### config.mk
export PLATFORM = sky130hd
export DESIGN_NAME = red_expand
export DESIGN_NICKNAME = d
export VERILOG_FILES = /design/src/rtl/red_pkg.sv /design/src/rtl/nibble_clamp.sv /design/src/rtl/red_expand.sv
export SDC_FILE = /design/constraint.sdc
export NUM_CORES = 1
export LEC_CHECK = 0
export ABC_AREA = 1
export CAP_MARGIN = 0
export CORE_MARGIN = 2
export CORE_UTILIZATION = 55
export CTS_CLUSTER_SIZE = 16
export DETAILED_ROUTE_END_ITERATION = 16
export GPL_TIMING_DRIVEN = 0
export MAX_ROUTING_LAYER = met4
export PLACE_DENSITY = 0.86
export SKIP_LAST_GASP = 1
export SLEW_MARGIN = 20
export SYNTH_ARGS = -nofsm -noshare
export SYNTH_HDL_FRONTEND = slang
export SYNTH_SLANG_ARGS = --single-unit
### constraint.sdc
create_clock -name clk -period 3.36 [get_ports clk]
set_clock_uncertainty 0.05 [all_clocks]
set_input_delay 0.672 -clock clk [delete_from_list [all_inputs] [get_ports clk]]
set_output_delay 0.672 -clock clk [all_outputs]
set_load 0.02 [all_outputs]
### src/rtl/red_pkg.sv
// Shared types and limits for red_expand: FSM encoding, nibble/sum ranges, input legality check.
package red_pkg;

    typedef enum logic [1:0] {
        IDLE  = 2'd0,
        SPLIT = 2'd1,
        DONE  = 2'd2
    } state_t;

    localparam int NIB_MIN     = -8;
    localparam int NIB_MAX     = 7;
    localparam int SUM_MIN     = -64;
    localparam int SUM_MAX     = 56;
    localparam int NUM_NIBBLES = 8;

    // Legal target: clean 7-bit sign extension and within what eight nibbles can reach.
    function automatic logic sum_legal(input logic [15:0] s);
        logic sext_ok;
        int   v;
        sext_ok = (&s[15:6]) | ~(|s[15:6]);
        v       = int'($signed(s));
        return sext_ok && (v >= SUM_MIN) && (v <= SUM_MAX);
    endfunction

endpackage

### src/rtl/nibble_clamp.sv
// Greedy step of the RED split: clamp the remaining sum to one signed nibble.
module nibble_clamp
    import red_pkg::*;
(
    input  logic signed [6:0] remaining,
    output logic        [3:0] nib,
    output logic signed [6:0] rem_next
);

    localparam logic signed [6:0] HI = 7'(NIB_MAX);
    localparam logic signed [6:0] LO = 7'(NIB_MIN);

    logic signed [6:0] n7;

    always_comb begin
        if (remaining > HI)
            n7 = HI;
        else if (remaining < LO)
            n7 = LO;
        else
            n7 = remaining;
        nib      = n7[3:0];
        rem_next = remaining - n7;
    end

endmodule

### src/rtl/red_expand.sv
// Inverse of the ALU RED reduction: emits one signed nibble per cycle into (A, B).
// Optional early exit on a zero remainder: define RED_EXPAND_EARLY_EXIT_EN.
module red_expand
    import red_pkg::*;
#(
    parameter int INTERLEAVE = 0
) (
    input  logic        clk,
    input  logic        rst_n,
    input  logic        in_valid,
    output logic        in_ready,
    input  logic [15:0] in_sum,
    output logic        out_valid,
    input  logic        out_ready,
    output logic [15:0] out_a,
    output logic [15:0] out_b,
    output logic        out_err
);

    state_t            state;
    logic signed [6:0] remaining;
    logic        [2:0] idx;
    logic        [3:0] nib;
    logic signed [6:0] rem_next;
    logic              sel_b;
    logic        [1:0] pos;
    logic              early;
    logic              last;

    nibble_clamp u_clamp (
        .remaining (remaining),
        .nib       (nib),
        .rem_next  (rem_next)
    );

    // Slot decode: which operand and which nibble position idx lands in.
    always_comb begin
        if (INTERLEAVE != 0) begin
            sel_b = idx[0];
            pos   = idx[2:1];
        end else begin
            sel_b = idx[2];
            pos   = idx[1:0];
        end
    end

`ifdef RED_EXPAND_EARLY_EXIT_EN
    // Unwritten slots are already zero, so stop as soon as nothing is left.
    assign early = (remaining == '0);
    assign last  = (idx == 3'd7) || (rem_next == '0);
`else
    assign early = 1'b0;
    assign last  = (idx == 3'd7);
`endif

    assign in_ready  = (state == IDLE);
    assign out_valid = (state == DONE);

    always_ff @(posedge clk or negedge rst_n) begin
        if (!rst_n) begin
            state     <= IDLE;
            out_a     <= '0;
            out_b     <= '0;
            out_err   <= 1'b0;
            remaining <= '0;
            idx       <= '0;
        end else begin
            case (state)
                IDLE: begin
                    if (in_valid) begin
                        out_a <= '0;
                        out_b <= '0;
                        idx   <= '0;
                        if (sum_legal(in_sum)) begin
                            remaining <= in_sum[6:0];
                            out_err   <= 1'b0;
                            state     <= SPLIT;
                        end else begin
                            out_err <= 1'b1;
                            state   <= DONE;
                        end
                    end
                end
                SPLIT: begin
                    if (early) begin
                        state <= DONE;
                    end else begin
                        if (sel_b)
                            out_b[{pos, 2'b00} +: 4] <= nib;
                        else
                            out_a[{pos, 2'b00} +: 4] <= nib;
                        remaining <= rem_next;
                        idx       <= idx + 3'd1;
                        if (last)
                            state <= DONE;
                    end
                end
                DONE: begin
                    if (out_ready)
                        state <= IDLE;
                end
                default: state <= IDLE;
            endcase
        end
    end

endmodule

Word-level counts from Yosys, hierarchy flattened
Cells that the tools add are included.
- bits in registers: 45
- bits in latches: 0
- bits in writable memories: 0
- ROM bits: 0
- bits of input ports: 20
- word-level logic and storage cells: 58
- memories kept: 0
- add/sub/neg operators: 3
- multiply operators: 0
- div/mod/pow operators: 0
- $lt $le $gt $ge: 4
- equality and inequality tests: 9
- shift-type cells: 2
- multiplexer cells: 20
- bitwise logic cells: 2
- reduce and logical (&&, ||, !) cells: 12
- operator list (cell ; number):
    $pmux 16 s2 ; 2
    $mux 16 ; 3
    $bwmux 16 ; 2
    $mux 7 ; 4
    $ge 16x7->1 const B ; 1
    $le 16x7->1 const B ; 1
    $shift 4x6->16 const A ; 1
    $shiftx 4x6->16 ; 1
    $pmux 7 s2 ; 1
    $reduce_and 3->1 ; 4
    $reduce_and 10->1 ; 1
    $reduce_or 10->1 ; 1
    $mux 2 ; 4
    $ne 2x2->1 const B ; 4
    $gt 7x4->1 const B ; 1
    $lt 7x4->1 const B ; 1
    $sub 7x7->7 ; 1
    $neg 4->6 ; 1
    $pmux 2 s3 ; 1
    $pmux 3 s2 ; 1
    $ne 2x1->1 const B ; 2
    $reduce_and 2->1 ; 2
    $add 3x1->3 const B ; 1
    $eq 3x3->1 const B ; 1
    9 further kinds ; 10

Depth between registers and ports, before layout
- word-level depth: 8
- depth in mapped cells: 17

Hierarchy
From an unflattened synthesis, not the netlist that was laid out.
- cells, all modules: 364
- area, all modules: 2801.4 um^2
- by module, submodules not included (module ; times used ; cells each ; area an instance (um^2) ; sequential area each (um^2)):
    red_expand ; 1 ; 294 ; 2389.8 ; 1126.1
    nibble_clamp ; 1 ; 70 ; 411.6 ; 0.0

Worst setup path after synthesis
OpenSTA, ideal clock, no wires.
- kind: register to register
- start point: register remaining[6]
- end point: register remaining[4]
- setup time: 0.117 ns
- data arrival time: 2.095 ns
- slack: 1.098 ns
- cell stages (with the launch flop): 14
- cell sequence: dfrtp_1 -> buf_6 -> nand4_1 -> ha_1 -> o21ai_2 -> ha_1 -> inv_1 -> fa_1 -> nand3_1 -> nand3_1 -> o21ai_0 -> nand2_1 -> nand2_1 -> nand2_1
- word-level cells in the longest chain between the ends: 5
- elaborated cells between the ends (all ways): 6
- those cells by class: add/sub: 1; order compare: 2; mux: 3
- RTL lines (what ; RTL line ; source):
    from (decl) ; red_expand.sv:21 ; logic signed [6:0] remaining;
    from (signal assigned) ; red_expand.sv:75 ; remaining <= in_sum[6:0];
    from (signal assigned) ; red_expand.sv:92 ; remaining <= rem_next;
    $lt 7x4->1 ; nibble_clamp.sv:18 ; else if (remaining < LO)
    $mux 7 ; nibble_clamp.sv:18 ;
    $mux 7 * ; nibble_clamp.sv:16 ; if (remaining > HI)
    $sub 7x7->7 * ; nibble_clamp.sv:23 ; rem_next = remaining - n7;
    $pmux 7 s2 * ; red_expand.sv:68 ; case (state)
Every way passes the cells marked *; elsewhere a longest branch is shown, timed or not.
A chain may end at the register's enable or synchronous reset.

Final worst setup path
Same ends and word-level chain as after synthesis.

==> results by group <==
Route
  – Vias per inst: 5.23
  – Detailed Route Iter0 Violations: 103
  – Wire length per cell: 13.1 um
  – DRC Markers: 0
  – Final ANT Viol Nets: 0
  – First-pass DRT Iterations: 4
  – Final WL: 5810 um
  – Vias after detailed routing: 2310

Power
  – Pwr per Cell Area: 461 mW/mm^2
  – Int Pwr: 0.929 mW
  – Sequential share of power: 40.2%
  – Logic gate share of total power: 36.9%
  – Total Power: 1.51 mW
  – LEAKAGE: 1.55 nW
  – Psw: 0.578 mW
  – Clock power frac: 22.9%
  – Max VDD drop: 0.262 mV
  – Switching Fraction: 38.3%

Setup path
  – Setup crit start kind: flip-flop
  – Crit-path cells: buf_6 -> nand4_1 -> ha_1 -> o21ai_2 -> ha_1 -> inv_1 -> fa_1 -> nand3_1 -> nand3_1 -> o21ai_0 -> nand2_1 -> nand2_1 -> nand2_1
  – Worst EP required: 3.51 ns
  – Critical path class: reg2reg
  – Crit path top cell by count: nand2_1
  – R2R Path End: remaining[4]
  – CP max stage cell: fa_1
  – Number of buffer and inverter stages on the critical path: 2
  – CP startpoint: remaining[6]
  – Worst stage delay on the critical path: 0.45 ns
  – Max FO, Critical Path: 8
  – Crit end category: flip-flop
  – R2R setup slack: 0.75 ns
  – Worst r2r src: remaining[6]
  – Worst path arrival time: 2.75 ns
  – Critical path capture point: remaining[4]
  – Stages on the worst setup path: 13
  – Crit-path leading delay family: adder cells
  – R2R cell count: 13

Global route
  – Pin count of the biggest net entering global routing: 27
  – Antenna violations before repair: 0
  – Vias in the first global route: 2170
  – Global-route wire length before repair: 9860 um
  – Grt total ovfl: 0
  – All-Layer GR Usage: 24.9%

Die
  – Row count: 24
  – Die ar.: 0.00522 sq mm
  – Core ar.: 0.00441 sq mm
  – IO Count: 55
  – Die Span X: 72.2 um
  – Chip Height: 72.2 um
  – Initial Util: 58.0%

Clock tree
  – Clk sinks: 45
  – Cts hold-fix bufs: 0
  – Clock latency on the worst-skew pair: 0.30 ns
  – Number of post-CTS setup repair buffers: 0
  – Register clock-pin slew on the reported worst setup and hold paths: 0.09 ns
  – CTS H-tree depth: 2
  – Root buffer cell: clkbuf_8
  – Total CTS buffers: 5
  – CTS tree: yes
  – Post-CTS Resized: 0
  – Clock buffer depth: 2

Finish
  – Layout cells sized above 1: 10.0%
  – Synthesis-to-layout area growth: 27.7%
  – Design area: 0.00327 sq mm
  – Final Non-Filler Cells: 442
  – Antenna Cells: 0
  – Final nets: 423

Timing
  – Endpoints failing hold: 0
  – Final Hold Slack: 0.258 ns
  – Fmax: 383 MHz
  – Final period util: 77.6%
  – RSZ-0062 raised after global routing: false
  – Final setup viols: 0
  – Max transition margin: 67.0%
  – Setup TNS: 0 ns
  – Tmin final: 2.61 ns
  – Worst-Margin Slew: 0.492 ns
  – Slew Limit Fails: 0

Logic synthesis
  – Share of flip-flops with an asynchronous set or reset: 100%
  – Post-synth EDFFs: 0
  – Mapped Avg Cell Area: 7.83 sq um
  – Sequential area share after synthesis: 44.0%
  – Top post-synthesis cells by area: dfrtp_1 (44%), nand2_1 (17%), ha_1 (6.4%), inv_1 (4.4%), o21ai_0 (4.3%)
  – Area of the mapped netlist: 0.00256 sq mm
  – Area leader, netlist: dfrtp_1
  – Syn_nets: 361
  – Primary FF master, synth: dfrtp_1
  – Mapped Cells: 327
  – Unique masters post-synth: 30
  – Synth Register Bits: 45
  – Yosys warnings: 0
  – Post-synth top area share: 44.0%

Min path
  – Min-delay worst type: in2async

Place
  – Dpl cells: 434
  – Detailed Place HPWL: 4570 um
  – RePlAce Congestion: 0.867
  – Post-DP Area: 0.00318 sq mm
  – PortBufs: 54

Flow run
  – Max_cap viols: 0

Run status
  – Status: complete, no violations
## cell families (layout without fill, tap and decap cells)
logic type / Yosys count / count (layout) / synth area share [%]
simple gates: 174 / 174 / 29.4
compound gates: 56 / 56 / 12.6
flops: 45 / 45 / 44.0
buf+inv: 36 / 99 / 6.06
fa+ha+maj: 14 / 14 / 7.13
mux: 2 / 2 / 0.879
## synth_stat cells, drive strengths merged (2+ instances only)
library cell,n
nand2,121
o21ai,46
dfrtp,45
inv,32
nor2,23
nand3,18
ha,13
a21oi,9
nor3,5
buf,4
nand4,3
mux2,2
or2,2
## area by class of cell
cell class,instances,area [sq um]
Buffer,4,35.0
Clock buffer,5,68.8
Clock inverter,3,21.3
Fill cell,357,1140
Inverter,32,120
Multi-Input combinational cell,246,1280
Sequential cell,45,1130
Tap cell,52,65.1
Timing Repair Buffer,55,556
## per-layer routing
layer  vias to the layer above  wire (um)  track usage [%]
met5                         -          0                -
met4                         0         87             7.97
met3                         8        266             4.17
met2                        73       2790             40.7
met1                      1045       2670             31.9
li1                       1184          -                -
## sequential cells by signal (all words and copies together), names as in the netlist
signal / cells
out_a: 16
out_b: 16
remaining: 7
idx: 3
state: 2
out_err: 1
## worst min-delay path by stage
stage | from | to
floorplan | rst_n | idx[0]
global placement | remaining[0] | remaining[0]
detailed placement | remaining[0] | remaining[0]
CTS | rst_n | out_a[8]
global route | rst_n | out_b[6]
finish | rst_n | out_a[8]
## power by group through the flow
| stage | logic (mW) | clock network, mW | registers [mW] |
|---|---|---|---|
| after floorplan | 0.390 | 0 | 0.615 |
| after global placement | 0.536 | 0 | 0.613 |
| after detailed placement | 0.546 | 0 | 0.614 |
| after CTS | 0.552 | 0.347 | 0.604 |
| after global routing | 0.644 | 0.367 | 0.611 |
| final | 0.557 | 0.345 | 0.605 |
## placed cells by master, fill, tap and decap left out, types with 2 or more instances in the layout
cell             Yosys  final
nand2_1            115    115
clkdlybuf4s50_1      0     53
dfrtp_1             45     45
inv_1               30     30
o21ai_0             22     22
nor2_1              18     18
nand3_1             18     18
o21ai_1             17     17
ha_1                13     13
a21oi_1              8      8
o21ai_2              7      7
nand2_2              5      5
clkbuf_8             0      5
nor3_1               4      4
nor2_2               3      3
nand4_1              3      3
buf_6                2      2
inv_2                2      2
nor2_4               2      2
buf_2                1      2
## stage by stage
stage | worst slack, ns | util [%]
final | 0.752 | 74.1
after global routing | 0.522 | 74.1
after CTS | 0.762 | 74.1
after detailed placement | 0.801 | 72.1
after global placement | 0.400 | 71.7
after floorplan | 1.10 | -
Power figures use the tool's default switching activity.
